### src/rtl/uart_rx_ctrl_if.sv
// Receive stream interface between uart_rx_ctrl and its byte consumer.
//   m_valid : FIFO holds at least one byte
//   m_data  : FIFO head byte (first-word fall-through)
//   m_ready : consumer accepts the head when m_valid & m_ready
interface uart_rx_ctrl_if;
   logic       m_valid;
   logic [7:0] m_data;
   logic       m_ready;

   modport master (output m_valid, output m_data, input m_ready);
   modport slave  (input m_valid, input m_data, output m_ready);
endinterface

### src/rtl/uart_rx_ctrl.sv
// UART receive controller: acknowledges each frame from UART_RX, buffers good
// bytes in a first-word fall-through FIFO, flags overruns and stuck rdrf.
// Optional macro UART_RX_CTRL_FECNT_EN enables the saturating frame-error
// counter; without it fe_cnt is tied to zero.
// Ports:
//   clk, clr   : clock, asynchronous active-low reset
//   rdrf       : data-ready flag from UART_RX
//   rx_data    : received byte, qualified by FE
//   FE         : frame-error flag for rx_data
//   rdrf_clr   : one-cycle acknowledge back to UART_RX
//   m_if       : receive stream (m_valid / m_data / m_ready)
//   ovr        : sticky overrun flag, cleared by ovr_clr
//   ovr_clr    : clears ovr (and fe_cnt when enabled)
//   timeout    : sticky flag, UART_RX held rdrf too long; reset-only clear
//   fe_cnt     : frame-error count
//   fifo_cnt   : FIFO occupancy
module uart_rx_ctrl #(
   parameter int unsigned DEPTH    = 4,
   parameter int unsigned STALL_TO = 1023
) (
   input  logic                     clk,
   input  logic                     clr,
   input  logic                     rdrf,
   input  logic [7:0]               rx_data,
   input  logic                     FE,
   output logic                     rdrf_clr,
   uart_rx_ctrl_if.master           m_if,
   output logic                     ovr,
   input  logic                     ovr_clr,
   output logic                     timeout,
   output logic [7:0]               fe_cnt,
   output logic [$clog2(DEPTH):0]   fifo_cnt
);

   localparam int unsigned AW = $clog2(DEPTH);
   localparam int unsigned CW = AW + 1;
   localparam int unsigned TW = 10;

   typedef enum logic [1:0] {IDLE, CAPTURE, ACK, WAIT_CLR} state_t;

   state_t          state, state_next;
   logic [TW-1:0]   wait_cnt, wait_cnt_next;
   logic [AW-1:0]   wr_ptr, wr_ptr_next;
   logic [AW-1:0]   rd_ptr, rd_ptr_next;
   logic [CW-1:0]   cnt_next;
   logic            push, pop;
   logic            rdrf_clr_next, ovr_next, timeout_next, m_valid_next;
   logic [7:0]      m_data_next;
   logic [7:0]      mem [DEPTH];

   // Next-state, FIFO bookkeeping and registered-output values
   always_comb begin
      state_next    = state;
      wait_cnt_next = wait_cnt;
      push          = 1'b0;
      pop           = m_if.m_valid & m_if.m_ready;
      ovr_next      = ovr & ~ovr_clr;
      timeout_next  = timeout;

      case (state)
         IDLE: begin
            if (rdrf) state_next = CAPTURE;
         end
         CAPTURE: begin
            // set beats clear on ovr, so ovr_next is overridden here
            if (FE)                                          push = 1'b0;
            else if ((fifo_cnt == CW'(DEPTH)) && !pop)       ovr_next = 1'b1;
            else                                             push = 1'b1;
            state_next = ACK;
         end
         ACK: begin
            wait_cnt_next = '0;
            state_next    = WAIT_CLR;
         end
         WAIT_CLR: begin
            if (!rdrf) begin
               state_next = IDLE;
            end else if (wait_cnt >= TW'(STALL_TO)) begin
               timeout_next = 1'b1;
               state_next   = IDLE;
            end else begin
               wait_cnt_next = wait_cnt + TW'(1);
            end
         end
         default: state_next = IDLE;
      endcase

      wr_ptr_next   = push ? wr_ptr + AW'(1) : wr_ptr;
      rd_ptr_next   = pop  ? rd_ptr + AW'(1) : rd_ptr;
      cnt_next      = fifo_cnt + CW'(push) - CW'(pop);
      rdrf_clr_next = (state_next == ACK);
      m_valid_next  = (cnt_next != '0);

      // Head after this edge: the byte being written if it lands in the head
      // slot, otherwise the stored entry; hold the last value when empty.
      m_data_next = m_if.m_data;
      if (cnt_next != '0) begin
         if (push && (wr_ptr == rd_ptr_next)) m_data_next = rx_data;
         else                                 m_data_next = mem[rd_ptr_next];
      end
   end

   // State and output registers
   always_ff @(posedge clk or negedge clr) begin
      if (!clr) begin
         state        <= IDLE;
         wait_cnt     <= '0;
         wr_ptr       <= '0;
         rd_ptr       <= '0;
         fifo_cnt     <= '0;
         rdrf_clr     <= 1'b0;
         ovr          <= 1'b0;
         timeout      <= 1'b0;
         m_if.m_valid <= 1'b0;
         m_if.m_data  <= '0;
      end else begin
         state        <= state_next;
         wait_cnt     <= wait_cnt_next;
         wr_ptr       <= wr_ptr_next;
         rd_ptr       <= rd_ptr_next;
         fifo_cnt     <= cnt_next;
         rdrf_clr     <= rdrf_clr_next;
         ovr          <= ovr_next;
         timeout      <= timeout_next;
         m_if.m_valid <= m_valid_next;
         m_if.m_data  <= m_data_next;
      end
   end

   // FIFO storage; push is only possible in CAPTURE, so reset blocks writes
   always_ff @(posedge clk) begin
      if (push) mem[wr_ptr] <= rx_data;
   end

`ifdef UART_RX_CTRL_FECNT_EN
   logic       fe_evt;
   logic [7:0] fe_base;

   assign fe_evt = (state == CAPTURE) && FE;

   // ovr_clr zeroes the count first; a same-cycle error then counts as one
   always_comb begin
      fe_base = ovr_clr ? 8'd0 : fe_cnt;
   end

   // Saturating frame-error counter
   always_ff @(posedge clk or negedge clr) begin
      if (!clr)                              fe_cnt <= 8'd0;
      else if (fe_evt && (fe_base != 8'hFF)) fe_cnt <= fe_base + 8'd1;
      else                                   fe_cnt <= fe_base;
   end
`else
   assign fe_cnt = 8'd0;
`endif

endmodule

### src/flat_wrapper.sv
// flat-port wrapper written by rule: the top's interface ports become plain ports
module uart_rx_ctrl_flat 
#(
   parameter int unsigned DEPTH    = 4,
   parameter int unsigned STALL_TO = 1023
)
  (clk, clr, rdrf, rx_data, FE, rdrf_clr, ovr, ovr_clr, timeout, fe_cnt, fifo_cnt, m_if_m_valid, m_if_m_data, m_if_m_ready);
  uart_rx_ctrl_if m_if_i ();
  input  logic clk;
  input  logic clr;
  input  logic rdrf;
  input  logic [7:0] rx_data;
  input  logic FE;
  output logic rdrf_clr;
  output logic ovr;
  input  logic ovr_clr;
  output logic timeout;
  output logic [7:0] fe_cnt;
  output logic [$clog2(DEPTH):0] fifo_cnt;
  output wire logic [$bits(m_if_i.m_valid)-1:0] m_if_m_valid;
  output wire logic [$bits(m_if_i.m_data)-1:0] m_if_m_data;
  input wire logic [$bits(m_if_i.m_ready)-1:0] m_if_m_ready;
  assign m_if_m_valid = m_if_i.m_valid;
  assign m_if_m_data = m_if_i.m_data;
  assign m_if_i.m_ready = m_if_m_ready;
  uart_rx_ctrl #(.DEPTH(DEPTH), .STALL_TO(STALL_TO)) u_core (.clk(clk), .clr(clr), .rdrf(rdrf), .rx_data(rx_data), .FE(FE), .rdrf_clr(rdrf_clr), .m_if(m_if_i), .ovr(ovr), .ovr_clr(ovr_clr), .timeout(timeout), .fe_cnt(fe_cnt), .fifo_cnt(fifo_cnt));
endmodule
### config.mk
export PLATFORM = sky130hd
export DESIGN_NAME = uart_rx_ctrl_flat
export DESIGN_NICKNAME = d
export VERILOG_FILES = /design/src/rtl/uart_rx_ctrl_if.sv /design/src/rtl/uart_rx_ctrl.sv /design/src/flat_wrapper.sv
export SDC_FILE = /design/constraint.sdc
export NUM_CORES = 1
export LEC_CHECK = 0
export CORE_MARGIN = 1
export CORE_UTILIZATION = 50
export CTS_CLUSTER_DIAMETER = 120
export DETAILED_ROUTE_END_ITERATION = 16
export GPL_ROUTABILITY_DRIVEN = 1
export PLACE_DENSITY = 0.75
export SLEW_MARGIN = 20
export SYNTH_ARGS = -nofsm -noshare
export SYNTH_HDL_FRONTEND = slang
export SYNTH_SLANG_ARGS = --single-unit
export TNS_END_PERCENT = 50
### constraint.sdc
create_clock -name clk -period 2.7 [get_ports clk]
set_input_delay 0.54 -clock clk [delete_from_list [all_inputs] [get_ports clk]]
set_output_delay 0.54 -clock clk [all_outputs]
set_load 0.05 [all_outputs]
### Word level (Yosys, flattened, before mapping)

Memories as Yosys holds them, arrays and structs flattened. A register that Yosys moved wholly into a read port is not among the register bits.
Cells that the tools add are included.

| operators by class | value |
|---|---|
| mux-type cells | 16 |
| equality and inequality tests | 7 |
| reductions and logical operators | 8 |
| bitwise gates (word level) | 3 |
| order comparisons | 1 |
| $add $sub $neg | 5 |

Operators with widths:

| kind | count |
|---|---|
| two-way mux 10 bit | 2 |
| case mux 10 bit (2 select lines) | 1 |
| adder 10 x 1 -> 10 bit, second input constant | 1 |
| >= comparator 10 bit, second input constant | 1 |
| two-way mux 1 bit | 8 |
| two-way mux 2 bit | 4 |
| case mux 2 bit (4 select lines) | 1 |
| equality test 2 bit, second input constant | 3 |
| AND reduction 3 bit | 2 |
| adder 2 x 1 -> 2 bit, second input constant | 2 |
| inequality test 2 bit, second input constant | 2 |
| adder 3 x 1 -> 3 bit | 1 |
| equality test 3 bit, second input constant | 1 |
| nonzero test 3 bit | 1 |
| subtractor 3 x 1 -> 3 bit | 1 |
| AND 1 bit | 2 |
| equality test 2 x 1 -> 1 bit, second input constant | 1 |
| zero test 1 bit | 2 |
| zero test 2 bit | 1 |
| nonzero test 2 bit | 1 |
| logical AND 1 bit | 1 |
| inverter 1 bit | 1 |

| storage, ports and cells | value |
|---|---|
| bits in writable memories | 32 |
| flip-flop bits (word level) | 23 |
| output and inout port bits | 23 |
| memories | 1 |

Memory list:

| name | words | bits a word | read ports | clocked after Yosys merged registers in | wr ports | line | RTL |
|---|---|---|---|---|---|---|---|
| u_core.mem | 4 | 8 | 1 | 1 | 1 | uart_rx_ctrl.sv:49 | `logic [7:0] mem [DEPTH];` |

### Depth between registers and ports, before layout

Gate-level depths: netlist (run 1).

| depth | value |
|---|---|
| word-level depth | 9 |
| gate-level depth with buffers | 14 |

### Worst setup path after synthesis (run 1)

Ideal clock, no wire load.

| timing | value |
|---|---|
| kind | register to register |
| start | register u_core.m_if.m_valid |
| end | register u_core.m_if.m_data[0], read port of u_core.mem |
| library setup time | 0.130 ns |
| arrival | 3.070 ns |
| cell stages (with the launch flop) | 15 |
| slack | -0.500 ns |
| path through | dfrtp_1 nand2_2 inv_4 clkbuf_1 ha_1 inv_1 ha_1 fa_1 xnor2_1 xnor2_1 or3_1 clkbuf_1 buf_2 nor2_1 a31oi_1 |

| on the way | value |
|---|---|
| longest elaborated chain between the ends | 9 |
| elaborated cells on any way between the ends | 10 |

Ends and longest elaborated chain:

| item | line | RTL |
|---|---|---|
| from (decl) | uart_rx_ctrl_if.sv:10 | `modport master (output m_valid, output m_data, input m_ready);` |
| from (signal assigned) | uart_rx_ctrl.sv:125 | `m_if.m_valid <= m_valid_next;` |
| AND 1 bit (*) | uart_rx_ctrl.sv:56 | `pop = m_if.m_valid & m_if.m_ready;` |
| zero test 1 bit | uart_rx_ctrl.sv:67 | `else if ((fifo_cnt == CW'(DEPTH)) && !pop) ovr_next = 1'b1;` |
| logical AND 1 bit | uart_rx_ctrl.sv:67 |  |
| two-way mux 1 bit | uart_rx_ctrl.sv:67 |  |
| two-way mux 1 bit | uart_rx_ctrl.sv:66 | `if (FE) push = 1'b0;` |
| two-way mux 1 bit | uart_rx_ctrl.sv:60 | `case (state)` |
| adder 3 x 1 -> 3 bit | uart_rx_ctrl.sv:90 | `cnt_next = fifo_cnt + CW'(push) - CW'(pop);` |
| subtractor 3 x 1 -> 3 bit (*) | uart_rx_ctrl.sv:90 |  |
| net u_core.cnt_next[2] | uart_rx_ctrl.sv:45 | `logic [CW-1:0] cnt_next;` |
| nonzero test 3 bit (*) | n/a |  |
| net u_core.m_valid_next | uart_rx_ctrl.sv:47 | `logic rdrf_clr_next, ovr_next, timeout_next, m_valid_next;` |
| to (decl) | uart_rx_ctrl_if.sv:10 |  |

Mark *: on every way through the listed nets, which the timed path passes. The rest lies on a longest branch.
A chain may end at the register's enable or synchronous reset.

### Worst setup path after layout (run 1)

| timing | value |
|---|---|
| start | input m_if_m_ready |
| end | register u_core.m_if.m_data[4], read port of u_core.mem |

| on the way | value |
|---|---|
| longest elaborated chain between the ends | 9 |
| elaborated cells on any way between the ends | 10 |

Ends and longest elaborated chain:

| item | line | RTL |
|---|---|---|
| from (decl) | flat_wrapper.sv:22 | `input wire logic [$bits(m_if_i.m_ready)-1:0] m_if_m_ready;` |
| AND 1 bit (*) | uart_rx_ctrl.sv:56 |  |
| zero test 1 bit | uart_rx_ctrl.sv:67 |  |
| logical AND 1 bit | uart_rx_ctrl.sv:67 |  |
| two-way mux 1 bit | uart_rx_ctrl.sv:67 |  |
| two-way mux 1 bit | uart_rx_ctrl.sv:66 |  |
| two-way mux 1 bit | uart_rx_ctrl.sv:60 |  |
| adder 3 x 1 -> 3 bit | uart_rx_ctrl.sv:90 |  |
| subtractor 3 x 1 -> 3 bit (*) | uart_rx_ctrl.sv:90 |  |
| net u_core.cnt_next[2] | uart_rx_ctrl.sv:45 |  |
| nonzero test 3 bit (*) | uart_rx_ctrl.sv:97 | `if (cnt_next != '0) begin` |

Marks and branches as above.

==> key figures, run 1 <==
Critical path
  – Worst path buffer plus inverter count: 4
  – Data arrival time at the worst-slack endpoint: around 2700 ps
  – Critical path required time: 2910 ps
  – Cell family with most CP delay: adder cells
  – Crit path capture type: register
  – Crit path max fanout: 17
  – Startpoint kind of the worst setup timing path: input port
  – Slowest cell on the critical path: fa_2
  – Crit-path cells: dlygate4sd2_1 -> nand2_4 -> inv_4 -> ha_1 -> inv_1 -> ha_2 -> fa_2 -> xnor2_2 -> xnor2_1 -> or3_1 -> buf_4 -> nor2_1 -> a31oi_1
  – Slowest cell delay on critical path: 350 ps
  – Type of the worst setup path: input port to register

Final layout
  – Fraction of layout cells with a size suffix above 1: 0.164
  – Most common library cell in the layout ignoring fill and taps: edfxtp_1
  – Final standard cell area without fillers: 3810 sq um
  – Number of inserted filler cells in the final layout: 480
  – Register Area: around 1700 sq um
  – Area grow syn2layout: 20.4%
  – Number of nets in the finished design: 335
  – Commonest cells after routing, fill and taps aside: edfxtp_1 (32), clkdlybuf4s50_1 (27), dfrtp_1 (27)
  – Multi-input gate area: 1260 sq um
  – Antenna diode count: 0

Status
  – Status: finished, final reports clean

Placed design
  – Number of I/O port buffers: 28
  – Routability cong.: ~0.76
  – Post-DP Area: 3570 sq um
  – Worst setup slack before clock tree synthesis: -423 ps
  – HPWL after detailed placement: 4200 microns

CTS
  – Number of levels in the clock H-tree: 3
  – Deepest clock path buffer count: 2
  – Clk_lat worst skew: 340 ps
  – Clock tree root driver cell: clkbuf_8
  – CTS Sinks: 63
  – Number of hold buffers added after CTS: 0
  – Cts bufs inserted: 9
  – TritonCTS clock tree: yes
  – Reg clk slew, reported paths: 70 ps

Floorplanning
  – Core region area: roughly 6000 sq um
  – Site row count: 28
  – I/O pin cnt: 37
  – Vertical extent of the die: about 82 microns
  – Initial core utilization: 0.526
  – Horiz. Die Dim: a little over 80 microns
  – Area enclosed by the die boundary: around 6700 sq um

Pwr
  – Reported net switching power: ~1.8 mW
  – Standby leakage power: 1.45 nW
  – Clock Power Share: 0.208
  – Power density over the cells: 1160 nW/um^2
  – Combinational share of power: 0.477
  – Internal power: 2.63 mW
  – Net switching share of the total power: 0.408
  – Sequential share of power: 0.315
  – Final Total Pwr: 4.43 mW
  – Peak VDD IR: 0.776 mV

STA
  – Clock skew: 7.50 ps
  – Final worst slack: between 150 and 200 ps
  – RSZ-0062 raised after global routing: false
  – Final-report setup violation count: 0
  – Transition time at the pin with the least slew margin: 808 ps
  – Fmax: a little under 400 MHz
  – Final hold violation count: 0
  – Final worst-path cycle share: 0.932
  – Fin crit period: between 2000 and 3000 ps
  – Max-slew violation count: 0
  – Relative max-transition margin: 0.457

Logic synthesis
  – Count of yosys warnings during synthesis: 0
  – Flip-flop and latch count after synthesis: 63
  – Top cells by area, synth: edfxtp_1 (30%), dfrtp_1 (24%), xnor2_1 (3.6%), nor2_1 (2.8%), ha_1 (2.8%)
  – Sequential cell area fraction in the yosys report: 0.548
  – Synth cell types: 42
  – Post-synthesis cell area: roughly 3200 sq um
  – Post-synthesis instance total: 276
  – Post-Synthesis Mean Instance Area: 11.5 sq um
  – Portion of synthesized cell area occupied by the leading cell type: 0.303
  – Top cell type by total area after synthesis: edfxtp_1

Drt
  – Mean routed wirelength per cell: 16.4 microns
  – DRC errors left: 0
  – Iteration count of the initial detailed-routing pass: 4
  – Iteration-0 DRC count of the detailed router: 223
  – Wire length reported by the detailed router: approximately 6400 microns
  – DR vias/cell: 5.80
  – Number of nets with antenna violations after routing: 0
  – Via count: ~2300

GRT
  – Number of global-route vias before repair: about 2200
  – Remaining Overflow, GRT: 0
  – Pin count of the biggest net entering global routing: 32
  – Antenna violations before repair: 0
  – Total global-route track usage: 0.223
  – Global-route wire length before repair: roughly 11000 microns

Flow run
  – Max-capacitance violation count: 0

Worst hold path
  – Path class of the lowest-slack min-delay path: register to register
==> cells in the mapped netlist <==
cell type / number
inv_4: 1
mux2_2: 7
mux2_1: 1
buf_4: 10
o21ai_0: 3
nand2_1: 9
clkbuf_1: 8
nor3_1: 9
o21ai_2: 1
buf_1: 1
nor2_1: 24
a21oi_1: 5
inv_1: 13
nor3b_2: 1
nor2b_1: 3
nand2b_1: 1
nand3b_1: 1
or4b_1: 1
dfrtp_1: 31
xnor2_2: 1
xnor2_1: 13
fa_1: 1
o221ai_1: 9
ha_1: 7
nand4_1: 5
o41ai_1: 1
nand3_1: 13
mux2i_1: 1
a211oi_1: 3
or3_1: 9
edfxtp_1: 32
o32ai_1: 1
o31ai_1: 9
nand2_2: 1
a31oi_1: 9
a221o_1: 8
o31a_1: 8
and2_1: 6
conb_1: 1
and4_1: 1
buf_6: 3
buf_2: 4
==> power by group through the flow <==
| stage | Clock, mW | Combinational (mW) | Sequential, mW |
|---|---|---|---|
| finish | 0.922 | 2.11 | 1.40 |
| global route | 0.986 | 2.30 | 1.43 |
| CTS | 0.945 | 2.12 | 1.40 |
| detailed placement | 0 | 2.08 | 1.41 |
| global placement | 0 | 2.03 | 1.41 |
| floorplan | 0 | 1.27 | 1.72 |
==> metal layers <==
| layer | up-vias | GRT usage | wire length [microns] | part of all wire |
|---|---|---|---|---|
| li1 | 1087 | - | - | - |
| met1 | 1125 | 0.294 | 2830 | 0.44 |
| met2 | 64 | 0.347 | 3140 | 0.49 |
| met3 | 3 | 0.0689 | 435 | 0.068 |
| met4 | 0 | 0.0789 | 32 | 0.0050 |
| met5 | - | 0 | 0 | 0 |
==> flip-flops by register name (all words and copies together), names as in the netlist <==
| register | count |
|---|---|
| u_core.fifo_cnt | 3 |
| u_core.m_if.m_data | 8 |
| u_core.m_if.m_valid | 1 |
| u_core.mem | 32 |
| u_core.ovr | 1 |
| u_core.rd_ptr | 2 |
| u_core.rdrf_clr | 1 |
| u_core.state | 2 |
| u_core.timeout | 1 |
| u_core.wait_cnt | 10 |
| u_core.wr_ptr | 2 |
==> final timing paths <==
path	start	slack, ps	endpoint	cells after the start
max in group asynchronous	clr	1790	u_core.m_if.m_valid	2
min in group asynchronous	clr	590	u_core.ovr	2
worst min register to register	u_core.timeout	500	u_core.timeout	2
worst max-delay path	m_if_m_ready	180	u_core.m_if.m_data[4]	13
worst min-delay path	u_core.timeout	500	u_core.timeout	2
worst max register to register	u_core.m_if.m_valid	200	u_core.m_if.m_data[4]	12
==> stage by stage <==
step	instances	TNS [ps]	hold WS (ps)	utilization
final	393	0	501	0.633
after global routing	393	0	541	0.633
after CTS	393	0	512	0.633
after detailed placement	376	-3610	483	0.593
after global placement	376	-3100	461	0.593
after floorplan	283	-559	244	-
==> final cells by class <==
cell class,count,area share
multi-input combinational,180,0.331
clock buffer,9,0.0325
sequential,63,0.457
inverter,14,0.0144
timing repair buffer,45,0.113
clock inverter,7,0.0272
tap,75,0.0246
==> kinds of logic after synthesis <==
kind of cell / Yosys count / share of synthesized area
muxes: 9 / 0.0316
xor gates and xnor gates: 14 / 0.0411
buffers and inverters: 40 / 0.0687
and+or+nand+nor: 84 / 0.136
adders and majority gates: 8 / 0.0340
other: 1 / 0.00118
DFF: 63 / 0.548
AOI/OAI and AO/OA: 57 / 0.139
==> what timing repair did <==
item / 4_1_cts / 5_1_grt
endpoints found under the setup margin: 8 / 0
resized for setup: 2 / 0
buffers inserted: 1 / 0
==> worst min-delay path, delay by kind of cell, from the launching register on <==
family / cells / cell delay [ps]
DFF: 1 / 360
AOI/OAI and AO/OA: 1 / 60
buffers and inverters: 1 / 50
(Power assumes the default switching activity.)
==> inputs of run 2 (changes only) <==
Settings changed: REMOVE_ABC_BUFFERS set to 1.
==> key figures, run 2 (synthesized netlist as in run 1, its figures left out) <==
Critical path
  – Worst path buffer plus inverter count: 2 (was 4)
  – Cell family with most CP delay: simple AND/OR/NAND/NOR gates (was adder cells)
  – Reg2Reg Launch Point: u_core.fifo_cnt[1] (was u_core.m_if.m_valid)
  – Number of cells on the critical path: 12 (was 13)
  – Capturing point of the worst reg2reg path: u_core.m_if.m_data[7] (was u_core.m_if.m_data[4])
  – Startpoint kind of the worst setup timing path: input port (unchanged)
  – Critical path's most frequent cell: xnor2_2
  – Slowest cell on the critical path: or3_4 (was fa_2)
  – Slowest cell delay on critical path: 420 ps (was 350 ps)
  – Crit-path cells: dlygate4sd2_1 -> nand2_2 -> nand4_1 -> nor3b_4 -> ha_2 -> fa_2 -> xnor2_2 -> xnor2_2 -> or3_4 -> buf_8 -> nor2_2 -> a31oi_2 (was dlygate4sd2_1 -> nand2_4 -> inv_4 -> ha_1 -> inv_1 -> ha_2 -> fa_2 -> xnor2_2 -> xnor2_1 -> or3_1 -> buf_4 -> nor2_1 -> a31oi_1)
  – Data arrival time at the worst-slack endpoint: 2800 ps (was 2730 ps)
  – Crit path capture type: register (unchanged)
  – Type of the worst setup path: input port to register (unchanged)
  – Critical path required time: 2930 ps (was 2910 ps)
  – Flop-to-flop setup slack: 140 ps (was 200 ps)
  – Crit path max fanout: 5 (was 17)
  – Worst reg-to-reg path cell count: 11 (was 12)

CTS
  – Clk_lat worst skew: 350 ps (was 340 ps)
  – CTS Sinks: 63 (unchanged)
  – Clock tree root driver cell: clkbuf_8 (unchanged)
  – TritonCTS clock tree: yes (unchanged)
  – Number of levels in the clock H-tree: 3 (unchanged)
  – Deepest clock path buffer count: 2 (unchanged)
  – Setup fix buffers added after clock tree synthesis: 0 (was 1)
  – Reg clk slew, reported paths: 70 ps (about the same)
  – Cts bufs inserted: 9 (unchanged)

GRT
  – Total global-route track usage: 0.244 (was 0.223)
  – Antenna violations before repair: 0 (unchanged)
  – Remaining Overflow, GRT: 0 (unchanged)
  – Pin count of the biggest net entering global routing: 32 (unchanged)
  – Number of global-route vias before repair: 2293 (was 2178)
  – Global-route wire length before repair: 11700 microns (was 10700 microns)

STA
  – Transition time at the pin with the least slew margin: 1030 ps (was 808 ps)
  – Clock skew: 11.3 ps (was 7.50 ps)
  – Final worst-path cycle share: 0.953 (was 0.932)
  – Fmax: 389 MHz (was 397 MHz)
  – Relative max-transition margin: 0.310 (was 0.457)
  – Max-slew violation count: 0 (unchanged)
  – Final hold violation count: 0 (unchanged)
  – Accumulated negative setup slack: 0 ps (unchanged)
  – Fin crit period: 2570 ps (was 2520 ps)
  – RSZ-0062 raised after global routing: false (unchanged)
  – Hold slack: 481 ps (was 501 ps)
  – Final-report setup violation count: 0 (unchanged)

Pwr
  – Final Total Pwr: 4.84 mW (was 4.43 mW)
  – Standby leakage power: 1.50 nW (was 1.45 nW)
  – Power density over the cells: 1240 nW/um^2 (was 1160 nW/um^2)
  – Peak VDD IR: 0.646 mV (was 0.776 mV)

Worst hold path
  – Source of the worst hold timing path: u_core.timeout (unchanged)
  – Path class of the lowest-slack min-delay path: register to register (unchanged)
  – Number of cells traversed by the worst hold path: 2 (unchanged)
  – Hold Path End: u_core.timeout (unchanged)

Drt
  – Number of nets with antenna violations after routing: 0 (unchanged)
  – DR vias/cell: 5.99 (was 5.80)
  – Iteration-0 DRC count of the detailed router: 259 (was 223)
  – Wire length reported by the detailed router: 7280 microns (was 6440 microns)
  – DRC errors left: 0 (unchanged)
  – Via count: 2379 (was 2279)
  – Iteration count of the initial detailed-routing pass: 5 (was 4)
  – Mean routed wirelength per cell: 18.3 microns (was 16.4 microns)

Final layout
  – Register with the most flip-flops: u_core.mem (unchanged)
  – Multi-input gate area: 1280 sq um (was 1260 sq um)
  – Number of inserted filler cells in the final layout: 466 (was 480)
  – Number of nets in the finished design: 339 (was 335)
  – Fraction of layout cells with a size suffix above 1: 0.180 (was 0.164)
  – Commonest cells after routing, fill and taps aside: edfxtp_1 (32), dfrtp_1 (31), clkdlybuf4s50_1 (27) (was edfxtp_1 (32), clkdlybuf4s50_1 (27), dfrtp_1 (27))
  – Number of flip-flops in the largest register: 32 (unchanged)
  – Most common library cell in the layout ignoring fill and taps: edfxtp_1 (unchanged)
  – Biggest registers after layout: u_core.mem (32), u_core.wait_cnt (10), u_core.m_if.m_data (8) (unchanged)
  – Register Area: 1740 sq um (about the same)
  – Antenna diode count: 0 (unchanged)
  – Area grow syn2layout: 22.9% (was 20.4%)

Status
  – Status: finished, final reports clean (unchanged)

Placed design
  – HPWL after detailed placement: 4520 microns (was 4200 microns)
  – Number of I/O port buffers: 28 (unchanged)
  – Routability cong.: 0.767 (was 0.758)

Floorplanning
  – Initial core utilization: 0.526 (unchanged)
  – Site row count: 28 (unchanged)
  – Core region area: 6030 sq um (unchanged)
  – Vertical extent of the die: 81.6 microns (unchanged)
  – I/O pin cnt: 37 (unchanged)
  – Horiz. Die Dim: 81.6 microns (unchanged)
  – Area enclosed by the die boundary: 6660 sq um (unchanged)

Flow run
  – Max-capacitance violation count: 0 (unchanged)
[run 2: cell types whose count changed in the layout (fill, tap and decap cells not counted), moves of 2 or more]
cell | previous run | this run
nor2_2 | 0 | 2
dfrtp_1 | 27 | 31
dfrtp_2 | 4 | 0
nor2_1 | 24 | 22
clkinv_4 | 3 | 0
clkinv_2 | 0 | 2
inv_6 | 2 | 0
buf_4 | 15 | 17
[run 2: worst reg2reg max path, stage by stage, from the launching register on]
cell,delay (ps)
dfrtp_1,400
inv_2,120
nand4_1,160
nor3b_4,200
ha_2,200
fa_2,360
xnor2_2,160
xnor2_2,140
or3_4,420
buf_8,160
nor2_2,90
a31oi_2,50
[run 2: timing repair]
item | 4_1_cts | 5_1_grt
cloned | 2 | 0
resized for setup | 9 | 7
hold buffers | 0 | 0
endpoints found under the hold margin | 0 | 0
endpoints found under the setup margin | 8 | 7
pin swaps | 3 | 6
[run 2: how the worst max path moves through the flow]
stage	from	end
final	m_if_m_ready	u_core.m_if.m_data[7]
after global routing	u_core.m_if.m_valid	u_core.m_if.m_data[4]
after CTS	m_if_m_ready	u_core.m_if.m_data[5]
after detailed placement	m_if_m_ready	u_core.m_if.m_data[4]
after global placement	m_if_m_ready	u_core.m_if.m_data[4]
after floorplan	u_core.m_if.m_valid	u_core.m_if.m_data[0]
[run 2: through the flow]
| stage | setup slack (ps) | std cells | instance area (sq um) | util |
|---|---|---|---|---|
| final | 128 | 397 | 3890 | 0.646 |
| after global placement | -323 | 379 | 3560 | 0.591 |
| after detailed placement | -433 | 379 | 3560 | 0.591 |
| after floorplan | -737 | 257 | 3030 | - |
| after global routing | 1.71 | 397 | 3890 | 0.646 |
| after CTS | 10.2 | 397 | 3870 | 0.642 |
[run 2: per-layer routing]
| metal | vias to the layer above | part of all wire | global-route usage |
|---|---|---|---|
| li1 | 1087 | - | - |
| met1 | 1173 | 0.44 | 0.332 |
| met2 | 104 | 0.48 | 0.378 |
| met3 | 15 | 0.071 | 0.0522 |
| met4 | 0 | 0.016 | 0.104 |
| met5 | - | 0 | 0 |
[run 2: area by class of cell]
class,instances,area share
flip-flops and latches,63,0.446
multi-input cells,180,0.329
repair buffers,49,0.123
clock buffers,10,0.0354
clock inverters,6,0.0276
well taps,75,0.0241
inverters,14,0.0141
[run 2: where the power goes]
part	internal [mW]	switching, mW
Clock	0.635	0.389
Combinational	1.02	1.39
Sequential	1.24	0.168
Total	2.89	1.95
